## src/rtl/seq_pkg.sv

```systemverilog
// Shared definitions for the counter-chain sequencer: command opcodes,
// FSM states and the default chain width.
package seq_pkg;

    localparam int unsigned DEFAULT_WIDTH = 16;

    typedef enum logic [1:0] {
        OP_LOAD     = 2'b00,
        OP_UP_N     = 2'b01,
        OP_DOWN_N   = 2'b10,
        OP_UP_TO_TC = 2'b11
    } op_e;

    typedef enum logic [1:0] {
        ST_IDLE = 2'b00,
        ST_LOAD = 2'b01,
        ST_RUN  = 2'b10,
        ST_DONE = 2'b11
    } state_e;

endpackage

```

## src/rtl/seq_step_counter.sv

```systemverilog
// Remaining-step down-counter: loads a step count, decrements on request
// and flags when exactly one step is left.
module seq_step_counter
    import seq_pkg::*;
#(
    parameter int unsigned WIDTH = DEFAULT_WIDTH
) (
    input  logic             i_clk,
    input  logic             i_rst,
    input  logic             i_load,
    input  logic [WIDTH-1:0] i_value,
    input  logic             i_dec,
    output logic             o_is_one
);

    logic [WIDTH-1:0] r_count;

    always_ff @(posedge i_clk) begin
        if (i_rst) begin
            r_count <= '0;
        end else if (i_load) begin
            r_count <= i_value;
        end else if (i_dec && (r_count != '0)) begin
            r_count <= r_count - WIDTH'(1);
        end
    end

    assign o_is_one = (r_count == WIDTH'(1));

endmodule

```

## src/rtl/count_sequencer.sv

```systemverilog
// Command sequencer driving a cascaded 74x169 counter chain: load, count
// up/down by N, or count up to terminal count.
module count_sequencer
    import seq_pkg::*;
#(
    parameter int unsigned WIDTH = DEFAULT_WIDTH
) (
    input  logic             clock,
    input  logic             reset,
    input  logic             cmd_valid,
    output logic             cmd_ready,
    input  logic [1:0]       cmd_op,
    input  logic [WIDTH-1:0] cmd_data,
    output logic             busy,
    output logic             done,
    output logic             wrapped,
    output logic             ctr_load_n,
    output logic             ctr_ud,
    output logic             ctr_ent_n,
    output logic             ctr_enp_n,
    output logic [WIDTH-1:0] ctr_d,
    input  logic             ctr_rco_n
);

    state_e           r_state;
    op_e              r_op;
    logic [WIDTH-1:0] r_data;
    logic             r_wrapped;

    logic             w_accept;
    logic             w_is_one;
    logic             w_step_dec;
    logic             w_run_exit;
    op_e              w_cmd_op;

    assign w_cmd_op   = op_e'(cmd_op);
    assign w_accept   = cmd_valid && (r_state == ST_IDLE);
    assign w_step_dec = (r_state == ST_RUN) && (r_op != OP_UP_TO_TC);
    assign w_run_exit = (r_op == OP_UP_TO_TC) ? !ctr_rco_n : w_is_one;

    seq_step_counter #(
        .WIDTH (WIDTH)
    ) u_step_counter (
        .i_clk    (clock),
        .i_rst    (reset),
        .i_load   (w_accept),
        .i_value  (cmd_data),
        .i_dec    (w_step_dec),
        .o_is_one (w_is_one)
    );

    always_ff @(posedge clock) begin
        if (reset) begin
            r_state   <= ST_IDLE;
            r_op      <= OP_LOAD;
            r_data    <= '0;
            r_wrapped <= 1'b0;
        end else begin
            case (r_state)
                ST_IDLE: begin
                    if (cmd_valid) begin
                        r_op      <= w_cmd_op;
                        r_data    <= cmd_data;
                        r_wrapped <= 1'b0;
                        if (w_cmd_op == OP_LOAD) begin
                            r_state <= ST_LOAD;
                        end else if ((w_cmd_op == OP_UP_TO_TC) || (cmd_data != '0)) begin
                            r_state <= ST_RUN;
                        end else begin
                            r_state <= ST_DONE;
                        end
                    end
                end
                ST_LOAD: r_state <= ST_DONE;
                ST_RUN: begin
                    if (!ctr_rco_n) begin
                        r_wrapped <= 1'b1;
                    end
                    if (w_run_exit) begin
                        r_state <= ST_DONE;
                    end
                end
                default: r_state <= ST_IDLE;
            endcase
        end
    end

    // Chain controls are a pure decode of registered state.
    always_comb begin
        cmd_ready  = (r_state == ST_IDLE);
        busy       = (r_state != ST_IDLE);
        done       = (r_state == ST_DONE);
        wrapped    = r_wrapped;
        ctr_load_n = 1'b1;
        ctr_ent_n  = 1'b1;
        ctr_enp_n  = 1'b1;
        ctr_ud     = 1'b1;
        ctr_d      = '0;
        case (r_state)
            ST_LOAD: begin
                ctr_load_n = 1'b0;
                ctr_d      = r_data;
            end
            ST_RUN: begin
                ctr_ent_n = 1'b0;
                ctr_enp_n = 1'b0;
                ctr_ud    = (r_op != OP_DOWN_N);
            end
            default: ;
        endcase
    end

endmodule

```

## config.mk

```make
export PLATFORM = sky130hd
export DESIGN_NAME = count_sequencer
export DESIGN_NICKNAME = d
export VERILOG_FILES = /design/src/rtl/seq_pkg.sv /design/src/rtl/seq_step_counter.sv /design/src/rtl/count_sequencer.sv
export SDC_FILE = /design/constraint.sdc
export NUM_CORES = 1
export LEC_CHECK = 0
export BUFFER_PORTS_ARGS = -buffer_cell sky130_fd_sc_hd__clkbuf_2
export CAP_MARGIN = 20
export CORE_MARGIN = 4
export CORE_UTILIZATION = 54
export CTS_BUF_LIST = sky130_fd_sc_hd__clkbuf_16
export DETAILED_ROUTE_END_ITERATION = 6
export MAX_ROUTING_LAYER = met4
export PLACE_DENSITY = 0.8
export SLEW_MARGIN = 20
export SYNTH_ARGS = -nofsm -noshare
export SYNTH_HDL_FRONTEND = slang
export SYNTH_SLANG_ARGS = --single-unit
export TNS_END_PERCENT = 20
```

## constraint.sdc

```tcl
create_clock -name clock -period 2.6 [get_ports clock]
set_clock_uncertainty 0.05 [all_clocks]
set_input_delay 0.39 -clock clock [delete_from_list [all_inputs] [get_ports clock]]
set_output_delay 0.39 -clock clock [all_outputs]
set_load 0.05 [all_outputs]
```

After elaboration in Yosys (flattened, before gate mapping)
Index checks and enable logic that the tools add are counted.

storage, ports and cells
  memories kept = 0
  bits in writable memories = 0
  bits in read-only memories = 0
  bits of input ports = 22
  register bits after elaboration = 37
  bits in latches = 0
  word-level logic and storage cells = 47

operators by class
  eq/ne operators = 11
  reductions and logical operators = 15
  bitwise operators = 0
  $add $sub $neg = 1
  $mul = 0
  $lt $le $gt $ge = 0
  div/mod/pow operators = 0
  shift operators = 0
  mux-type cells = 15

operators by type and width
  operator                                                                 number
  16-bit two-way mux                                                       3
  16-bit nonzero test                                                      2
  16-bit by 1-bit equality test with 1-bit output (second input constant)  1
  16-bit by 1-bit subtractor with 16-bit output (second input constant)    1
  2-bit inequality test (second input constant)                            5
  2-bit equality test (second input constant)                              4
  1-bit two-way mux                                                        7
  2-bit two-way mux                                                        3
  2-bit one-hot mux with 3 select lines                                    1
  2-bit nonzero test                                                       3
  2-bit logical NOT                                                        2
  2-bit AND reduction                                                      2
  1-bit logical AND                                                        3
  3-bit AND reduction                                                      1
  2-bit by 1-bit equality test with 1-bit output (second input constant)   1
  1-bit one-hot mux with 2 select lines                                    1
  1-bit logical NOT                                                        1
  1-bit logical OR                                                         1

Logic depth before layout (Yosys ltp)
Gate-level depths: netlist (run 1).

  word-level depth = 6
  gate-level depth with buffers = 8

Hierarchy
Synthesis (run 1) repeated with hierarchy kept, for this count alone.

unflattened totals
  cell total of the unflattened synthesis = 262
  area total of the unflattened synthesis = 2070.7 µm²

modules (own cells, without submodules)
  module            instances  cells an instance  area an instance (µm²)
  count_sequencer   1          138                1051.0
  seq_step_counter  1          124                1019.7

Worst setup path after synthesis (run 1)
No wires, ideal clock.

  path type = flip-flop to flip-flop
  from = register u_step_counter.r_count[8]
  to = register u_step_counter.r_count[14]
  buffers on the path = 0
  required time = 2.462 ns
  period minus slack after synthesis = 2.097 ns
  arrival time = 1.959 ns
  path slack = 0.503 ns
  cell stages (with the launch flop) = 5
  path through = dfxtp_1 > or4_4 > or3_1 > or4_1 > a311oi_2

on the way
  longest elaborated chain between the ends = 3

RTL lines
  element                                                                               RTL line                                        RTL
  from (decl)                                                                           seq_step_counter.sv:16                          logic [WIDTH-1:0] r_count;
  from (signal assigned)                                                                seq_step_counter.sv:22                          r_count <= i_value;
  from (signal assigned)                                                                seq_step_counter.sv:24                          r_count <= r_count - WIDTH'(1);
  16-bit by 1-bit subtractor with 16-bit output or 16-bit nonzero test (tied branches)  seq_step_counter.sv:24, seq_step_counter.sv:23
  16-bit two-way mux or 1-bit logical AND (tied branches)                               seq_step_counter.sv:23                          end else if (i_dec && (r_count != '0)) begin
  16-bit two-way mux or 2-bit nonzero test (tied branches)                              --

Several ways; a longest one is shown, not always the timed one. The select of a mux whose other input is x is not followed.
A chain may end at the register's enable or synchronous reset.

Worst setup path after layout (run 1)
  from = register u_step_counter.r_count[2]
  to = register u_step_counter.r_count[9]

The elaborated chain is that of the path after synthesis.

==> run metrics, run 1 <==
asr flop ratio synth=0%; slew of the pin with the lowest slew margin=0.652 ns; number of flops mapped to enable cells by yosys=0; top post-synthesis cells by area=dfxtp_1 36%, nand2_1 7.7%, a21oi_1 5.6%; final worst slack=0.266 ns; reg2reg path depth=4; top cell type's share of synthesized area=36.2%; area grow syn2layout=20.1%; register area share after synthesis=36.2%; Reg area=741 sq um; Syn Area/Cell=7.82 sq um; total track usage=23.3%; initial DRC count=216; Stages on worst setup path=4; row cnt=22; antenna-violating nets left=0; # diodes=0; Post-synth top cells=42 x nand2_1, 37 x dfxtp_1, 23 x a21oi_1, 22 x nor2_1, 17 x and2_1; Routed WL=5360 microns; Rel. slew slack=56.1%; Power Density=1110 nW/um^2; CP top delay family=simple AND/OR/NAND/NOR gates; TritonCTS Sinks=37; footprint of the multi-input gates=1220 sq um; hold depth=3; Post-CTS Hold Buffers=0; top-count cell post-synth=nand2_1; Crit path buffers/inverters=0; vias=2108; vias in the first global route=1905; VDD IR-drop max=0.671 mV; Synth Flop Type=dfxtp_1; Post-Syn Nets=290; Critical Path, Cell by Cell=nor4_1, nand3_1, or4_2, a311oi_1; drt first pass iters=4; DRC viols=0; Required @ worst endpoint=2.74 ns; non-filler cells, final=353; Hold WS=0.312 ns; status=finished clean; GP Congestion=0.852; share of post-route cells with drive strength above 1=23.0%; nets@finish=333; Root Driver=clkbuf_16; Hold Crit Class=primary input to flop; total grt overflow=0; Die Wd=69.6 microns; H-tree levels=2; RSZ-0062 raised after global routing=false; detailed-route vias per instance=5.97; Period Utilization, post-route=89.8%; first-pass GRT wire length=8950 microns; largest net degree at the start of global routing=29; Static Leakage=0.997 nW; final HPWL from detailed placement=4000 microns; mapped cell area=2050 sq um; post-CTS setup buffer count=0; later-pin clock latency in the skew report=0.28 ns; setup TNS=0 ns; Worst path max stage delay=0.61 ns; die height=69.6 microns; max cap viols=0; fin crit period=2.33 ns; Max Buffers Root-to-Sink=2; placed insts=346; unique cell type count in the Yosys netlist=48; reg2reg setup slack=0.27 ns; CTS tree=yes; # port buffers=45; Max stage delay cell, worst path=or4_2; Clock transition at path regs=0.05 ns; critical path class=flop to flop; count of final max-slew check failures=0; max frequency=428 MHz; core area=3660 sq um; Place WS=0.284 ns; Synth Register Bits=37; final total power=2.74 mW; die area=4840 sq um; leading area contributor after synthesis=dfxtp_1; Setup-failing EPs final=0; Worst setup EP type=flop; Final Hold Vio Count=0; Initial Util=55.9%; startpoint types=flop; wire per inst=15.2 microns; Fillers=326; CTS buffer count=5; crit path max fanout=9; initial antenna violation count=0; WP data arrival=2.48 ns; Mapped Cells=262; IO Pins=46; Yosys warnings=0
## repair_timing
| item | in CTS | in global routing |
|---|---|---|
| endpoints found under the setup margin | 0 | 1 |
| endpoints found under the hold margin | 0 | 0 |
| gates resized for setup | 0 | 1 |
## worst register-to-register path: stages, from the launching register on
cell,delay [ns]
dfxtp_1,0.38
nor4_1,0.58
nand3_1,0.37
or4_2,0.62
a311oi_1,0.25
## cell families after synthesis
| kind of cell | synth area share, % |
|---|---|
| flops | 36.2 |
| buf+inv | 4.40 |
| fa+ha+maj | 3.67 |
| mux | 0.489 |
| compound gates | 20.7 |
| simple gates | 34.6 |
## final cells by class
| class | instances | share of cell area [%] |
|---|---|---|
| clock buffer | 5 | 5.09 |
| tap | 48 | 2.44 |
| sequential | 37 | 30.1 |
| timing repair buffer | 51 | 11.0 |
| multi-input combinational | 202 | 49.7 |
| inverter | 8 | 1.22 |
| clock inverter | 2 | 0.458 |
## worst paths after layout
kind | from | endpoint
worst max-delay path | u_step_counter.r_count[2] | u_step_counter.r_count[9]
worst min-delay path | cmd_data[11] | r_data[11]
worst max register to register | u_step_counter.r_count[2] | u_step_counter.r_count[9]
worst min register to register | r_data[13] | r_data[13]
## power breakdown
| part | internal (mW) | leakage, nW | switching, mW |
|---|---|---|---|
| Clock | 0.346 | 0.0633 | 0.223 |
| Combinational | 0.450 | 0.629 | 0.815 |
| Sequential | 0.730 | 0.305 | 0.172 |
## per-stage QoR
stage	utilization (%)	cell area, sq um
2_1_floorplan	-	2050
3_3_place_gp	63.3	2320
3_5_place_dp	63.3	2320
4_1_cts	67.1	2450
5_1_grt	67.2	2460
6_report	67.2	2460
## sequential cells by signal (all words and copies together) (netlist names)
| register | count |
|---|---|
| r_op | 2 |
| u_step_counter.r_count | 16 |
| r_data | 16 |
| r_state | 2 |
| wrapped | 1 |
## per-layer routing
layer	part of all wire [%]	track usage, %
met5	0	-
met4	1.5	7.38
met3	5.8	5.36
met2	49	36.2
met1	44	29.9
## cells in the final DEF (no fill, tap or decap), types with 2 or more instances in the layout
cell | synthesis | final
a211oi_1 | 3 | 3
a21oi_1 | 23 | 23
a311oi_1 | 11 | 11
and2_1 | 17 | 17
buf_4 | 1 | 6
clkbuf_16 | 0 | 5
clkbuf_2 | 0 | 45
dfxtp_1 | 37 | 37
ha_1 | 6 | 6
inv_1 | 8 | 8
nand2_1 | 42 | 42
nand3_1 | 8 | 8
nand3b_1 | 2 | 2
nor2_1 | 22 | 22
nor3_1 | 4 | 4
nor4_1 | 6 | 6
o211ai_1 | 2 | 2
o21ai_0 | 7 | 7
o31ai_1 | 6 | 6
or3_1 | 6 | 6
or3_2 | 2 | 2
or4_1 | 8 | 8
or4_2 | 2 | 2
Power figures use the tool's default switching activity.
==> run 2, diff against run 1 <==
--- a/config.mk
+++ b/config.mk
@@ -5,6 +5,7 @@
 export SDC_FILE = /design/constraint.sdc
 export NUM_CORES = 1
 export LEC_CHECK = 0
+export ABC_CLOCK_PERIOD_IN_PS = 2600
 export BUFFER_PORTS_ARGS = -buffer_cell sky130_fd_sc_hd__clkbuf_2
 export CAP_MARGIN = 20
 export CORE_MARGIN = 4
@@ -13,6 +14,7 @@
 export DETAILED_ROUTE_END_ITERATION = 6
 export MAX_ROUTING_LAYER = met4
 export PLACE_DENSITY = 0.8
+export SETUP_SLACK_MARGIN = 0.3
 export SLEW_MARGIN = 20
 export SYNTH_ARGS = -nofsm -noshare
 export SYNTH_HDL_FRONTEND = slang
==> run 2 against run 1 <==
Effect of this change:
- sequential cell count stayed put
- design area grew 1.6%
- global-route usage is 0.25 points higher
- die area stayed put
- combinational power up 4%
- largest power group unchanged
- highest routed layer unchanged
==> run metrics, run 2 (same netlist as run 1, synthesis figures left out) <==
IO Pins=46 (unchanged); non-filler cells, final=353 (unchanged); row cnt=22 (unchanged); setup TNS=0 ns (unchanged); area grow syn2layout=22.1%; Rel. slew slack=51.0% (-5.2 points); Worst path max stage delay=0.64 ns (+0.03 ns); first-pass GRT wire length=9030 microns (+0.93%); Clock transition at path regs=0.05 ns (about the same); vias in the first global route=1934 (+1.5%); most common cell after layout, fill and taps aside=clkbuf_2; Place WS=0.284 ns (unchanged); Post-CTS Hold Buffers=0 (unchanged); VDD IR-drop max=0.672 mV (+0.21%); DRC viols=0 (unchanged); Power Density=1120 nW/um^2 (+0.57%); initial DRC count=169 (-22%); slew of the pin with the lowest slew margin=0.729 ns (+0.0770 ns); Die Wd=69.6 microns (unchanged); nets@finish=333 (unchanged); Setup-failing EPs final=0 (unchanged); initial antenna violation count=0 (unchanged); vias=2107 (-0.047%); Routed WL=5440 microns (+1.6%); crit path max fanout=9 (unchanged); Final Hold Vio Count=0 (unchanged); antenna-violating nets left=0 (unchanged); H-tree levels=2 (unchanged); final worst slack=0.338 ns (+0.0721 ns); CTS tree=yes; # port buffers=45 (unchanged); Max stage delay cell, worst path=nor4_1; most frequent cells in the layout=45 x clkbuf_2, 42 x nand2_1, 36 x dfxtp_1; Max Buffers Root-to-Sink=2 (unchanged); die height=69.6 microns (unchanged); Hold Crit Class=primary input to flop; Static Leakage=1.00 nW (+0.66%); Hold WS=0.314 ns (+0.00184 ns); RSZ-0062 raised after global routing=true; max frequency=442 MHz (+3.2%); largest net degree at the start of global routing=29 (unchanged); share of post-route cells with drive strength above 1=24.6% (+1.6 points); drt first pass iters=4 (unchanged); # diodes=0 (unchanged); wire per inst=15.4 microns (+1.6%); critical path class=flop to flop; total grt overflow=0 (unchanged); Required @ worst endpoint=2.74 ns (about the same); largest registers=r_data x16, u_step_counter.r_count x16; total track usage=23.5% (+0.25 points); fin crit period=2.26 ns (-0.0721 ns); placed insts=346 (unchanged); Critical Path, Cell by Cell=nor4_1, nand3_2, or4_2, a311oi_1; max cap viols=0 (unchanged); count of final max-slew check failures=0 (unchanged); startpoint types=flop; Initial Util=55.9% (unchanged); CTS buffer count=5 (unchanged); Fillers=323 (-0.92%); Worst setup EP type=flop; GP Congestion=0.852 (unchanged); Root Driver=clkbuf_16; Period Utilization, post-route=87.0% (-2.8 points); detailed-route vias per instance=5.97 (about the same); TritonCTS Sinks=37 (unchanged); later-pin clock latency in the skew report=0.28 ns (about the same); post-layout util=68.3% (+1.1 points); status=finished clean; final HPWL from detailed placement=4000 microns (unchanged); core area=3660 sq um (unchanged); die area=4840 sq um (unchanged); WP data arrival=2.40 ns (-0.08 ns)
run 2: cell counts in the layout (fill, tap and decap cells not counted):
No cell type changed its count.
run 2: worst paths after layout:
check                             from                         to  slack [ns]  cells after the start
min                       cmd_data[11]                 r_data[11]        0.31                      3
max          u_step_counter.r_count[2]  u_step_counter.r_count[9]        0.34                      4
min reg2reg                  r_data[0]                  r_data[0]        0.40                      2
max reg2reg  u_step_counter.r_count[2]  u_step_counter.r_count[9]        0.34                      4
run 2: area by class of cell:
class | instances | area (sq um) | share of cell area [%]
repair buffers | 51 | 270 | 10.8
clock buffers | 5 | 125 | 5.01
well taps | 48 | 60.1 | 2.40
clock inverters | 2 | 11.3 | 0.450
flip-flops and latches | 37 | 742 | 29.7
multi-input cells | 202 | 1260 | 50.5
inverters | 8 | 30.0 | 1.20
run 2: power by group:
group	leakage (nW)	internal [mW]	total (mW)	switching (mW)
Clock	0.0633	0.346	0.568	0.223
Sequential	0.305	0.732	0.915	0.183
Combinational	0.636	0.477	1.31	0.835
Total	1.00	1.55	2.80	1.24
run 2: critical path, delay by kind of cell, from the launching register on:
kind	cells	cell delay, ns
flip-flops	1	0.38
AO/OA/AOI/OAI	1	0.25
AND/OR/NAND/NOR	3	1.49
run 2: stage by stage:
stage / cell area [sq um] / total power, mW
2_1_floorplan: 2050 / 1.84
3_3_place_gp: 2320 / 2.12
3_5_place_dp: 2320 / 2.15
4_1_cts: 2460 / 2.73
5_1_grt: 2500 / 3.01
6_report: 2500 / 2.80
run 2: what timing repair did:
action,CTS,global route
setup buffers,0,0
resized for setup,1,8
pin swaps,0,1
setup endpoints to repair,1,4
run 2: routing by layer:
layer / routed length (microns) / vias to the layer above / global-route usage (%)
li1: - / 1042 / -
met1: 2380 / 997 / 29.8
met2: 2650 / 57 / 36.5
met3: 316 / 11 / 5.51
met4: 98 / 0 / 8.46
met5: 0 / - / -
==> run 3, diff against run 2 <==
--- a/config.mk
+++ b/config.mk
@@ -12,11 +12,13 @@
 export CORE_UTILIZATION = 54
 export CTS_BUF_LIST = sky130_fd_sc_hd__clkbuf_16
 export DETAILED_ROUTE_END_ITERATION = 6
+export HOLD_SLACK_MARGIN = 0.06
 export MAX_ROUTING_LAYER = met4
 export PLACE_DENSITY = 0.8
 export SETUP_SLACK_MARGIN = 0.3
 export SLEW_MARGIN = 20
 export SYNTH_ARGS = -nofsm -noshare
 export SYNTH_HDL_FRONTEND = slang
+export SYNTH_HIERARCHICAL = 1
 export SYNTH_SLANG_ARGS = --single-unit
 export TNS_END_PERCENT = 20
==> run 3 against run 2 <==
Effect of this change:
- sequential share of layout area shrank 0.89 points
- combinational power grew 13%
- final cell count grew 3.4%
- first-iteration DRC count is 20% lower
- critical path depth rose by 4
- global-route usage is 0.61 points lower
- utilization is 1.9 points higher
- setup slack worse by 0.25 ns
- sequential cell count did not move
- critical path type unchanged
==> run metrics, run 3 <==
Post-Syn Nets=290 (unchanged); total track usage=22.9% (-0.61 points); max frequency=398 MHz (-10%); H-tree levels=2 (unchanged); Clock transition at path regs=0.06 ns (about the same); # diodes=0 (unchanged); unique cell type count in the Yosys netlist=54 (+13%); Rel. slew slack=56.4% (+5.5 points); DRC viols=0 (unchanged); WP data arrival=2.65 ns (+0.25 ns); fin crit period=2.51 ns (+0.253 ns); placed insts=353 (+2.0%); hold depth=3 (unchanged); Setup-failing EPs final=0 (unchanged); antenna-violating nets left=0 (unchanged); die area=4890 sq um (+0.98%); area grow syn2layout=25.1%; largest registers=r_data x16, u_step_counter/r_count x16; top-count cell post-synth=nand2_1; top post-synthesis cells by area=dfxtp_1 36%, nand2_1 8.2%, a21oi_1 6.8%; register area share after synthesis=35.8% (-0.39 points); leading area contributor after synthesis=dfxtp_1; TritonCTS Sinks=37 (unchanged); Routed WL=5480 microns (+0.68%); row cnt=22 (unchanged); Place WS=0.00803 ns (-0.276 ns); Final Hold Vio Count=0 (unchanged); CTS tree=yes; first-pass GRT wire length=8890 microns (-1.6%); most frequent cells in the layout=45 x nand2_1, 45 x clkbuf_2, 35 x dfxtp_1; post-layout util=70.2% (+1.9 points); Post-CTS Hold Buffers=0 (unchanged); number of flops mapped to enable cells by yosys=0 (unchanged); initial antenna violation count=0 (unchanged); asr flop ratio synth=0% (unchanged); VDD IR-drop max=0.836 mV (+24%); crit path max fanout=2 (-7); final HPWL from detailed placement=3990 microns (-0.23%); Required @ worst endpoint=2.73 ns (about the same); Mapped Cells=262 (unchanged); Yosys warnings=6 (+6); final total power=2.92 mW (+4.6%); Hold Crit Class=primary input to flop; die height=69.9 microns (+0.49%); non-filler cells, final=365 (+3.4%); Synth Register Bits=37 (unchanged); Root Driver=clkbuf_16; vias in the first global route=1879 (-2.8%); IO Pins=46 (unchanged); largest net degree at the start of global routing=33 (+14%); core area=3690 sq um (+0.75%); max cap viols=0 (unchanged); top cell type's share of synthesized area=35.8% (-0.39 points); CTS buffer count=5 (unchanged); share of post-route cells with drive strength above 1=27.4% (+2.9 points); Worst setup EP type=flop; Hold WS=0.315 ns (+0.000483 ns); detailed-route vias per instance=5.73 (-4.0%); mapped cell area=2070 sq um (+1.1%); Die Wd=69.9 microns (+0.49%); setup TNS=0 ns (unchanged); DP Area=2400 sq um (+3.5%); Synth Flop Type=dfxtp_1; GP Congestion=0.856 (+0.50%); slew of the pin with the lowest slew margin=0.654 ns (-0.0751 ns); Post-synth top cells=45 x nand2_1, 37 x dfxtp_1, 28 x a21oi_1, 24 x nor2_1, 16 x and2_1; nets@finish=345 (+3.6%); startpoint types=flop; RSZ-0062 raised after global routing=true; drt first pass iters=4 (unchanged); Power Density=1130 nW/um^2 (+0.96%); Max Buffers Root-to-Sink=2 (unchanged); vias=2092 (-0.71%); count of final max-slew check failures=0 (unchanged); design area=2590 sq um (+3.6%); Initial Util=56.1% (+0.19 points); later-pin clock latency in the skew report=0.28 ns (about the same); critical path class=flop to flop; # port buffers=45 (unchanged); Syn Area/Cell=7.90 sq um (+1.1%); final worst slack=0.0853 ns (-0.253 ns); initial DRC count=135 (-20%); Static Leakage=1.06 nW (+5.7%); status=finished clean; Period Utilization, post-route=96.7% (+9.7 points); reg2reg path depth=8 (+4); reg2reg setup slack=0.09 ns (-0.25 ns); wire per inst=15.0 microns (-2.6%); total grt overflow=0 (unchanged)
==> run 3: changes by cell type in the layout (fill, tap and decap cells not counted), moves of 3 or more <==
cell | previous run | this run
or4_1 | 8 | 1
nand4_1 | 1 | 4
a21oi_1 | 23 | 27
o31ai_1 | 6 | 2
a311oi_1 | 11 | 7
o21ai_0 | 7 | 2
a2111oi_0 | 0 | 4
nor3b_1 | 0 | 3
or3_1 | 6 | 1
inv_1 | 7 | 12
buf_4 | 6 | 16
nand3_1 | 6 | 2
nand2_1 | 42 | 45
==> run 3: cell families (layout without fill, tap and decap cells) <==
family / Yosys count / count (layout) / share of synthesized area [%]
flops: 37 / 37 / 35.8
mux: 2 / 2 / 0.967
buf+inv: 28 / 83 / 5.92
simple gates: 127 / 127 / 32.6
xor+xnor: 2 / 2 / 0.846
fa+ha+maj: 6 / 6 / 3.63
compound gates: 60 / 60 / 20.2
==> run 3: worst max-delay path: stages (launching register included) <==
cell        delay, ns
dfxtp_2          0.32
inv_2            0.07
ha_4             0.14
clkinvlp_4       0.08
a21oi_2          0.11
or4bb_4          0.47
or4b_4           0.53
or4_4            0.43
a311oi_2         0.21
==> run 3: what timing repair did <==
action	in CTS	in global routing
endpoints found under the setup margin	4	11
gates resized for setup	0	4
pin swaps	2	0
hold endpoints to repair	0	0
buffers inserted	1	4
cloned	0	0
==> run 3: area by class of cell <==
class                      instances  area, sq um
clock inverter                     2         11.3
fill                             318         1100
timing repair buffer              61          345
inverter                          15         60.1
multi-input combinational        197         1240
clock buffer                       5          125
sequential                        37          746
tap                               48         60.1
==> run 3: final timing paths <==
path | start | to
min reg2reg | r_data[4] | r_data[4]
min | cmd_data[8] | r_data[8]
max reg2reg | r_state[0] | u_step_counter/r_count[14]
max | r_state[0] | u_step_counter/r_count[14]
==> run 3: power breakdown <==
part           total [mW]  internal, mW  switching (mW)
logic                1.48         0.569           0.908
clock network       0.566         0.346           0.221
registers           0.881         0.721           0.160
total                2.92          1.64            1.29
==> run 3: metal layers <==
layer	vias to the layer above	GRT usage (%)	routed length (microns)
met5	-	-	0
met4	0	5.96	54
met3	7	5.47	347
met2	77	37.1	2720
met1	968	28.7	2360
li1	1040	-	-
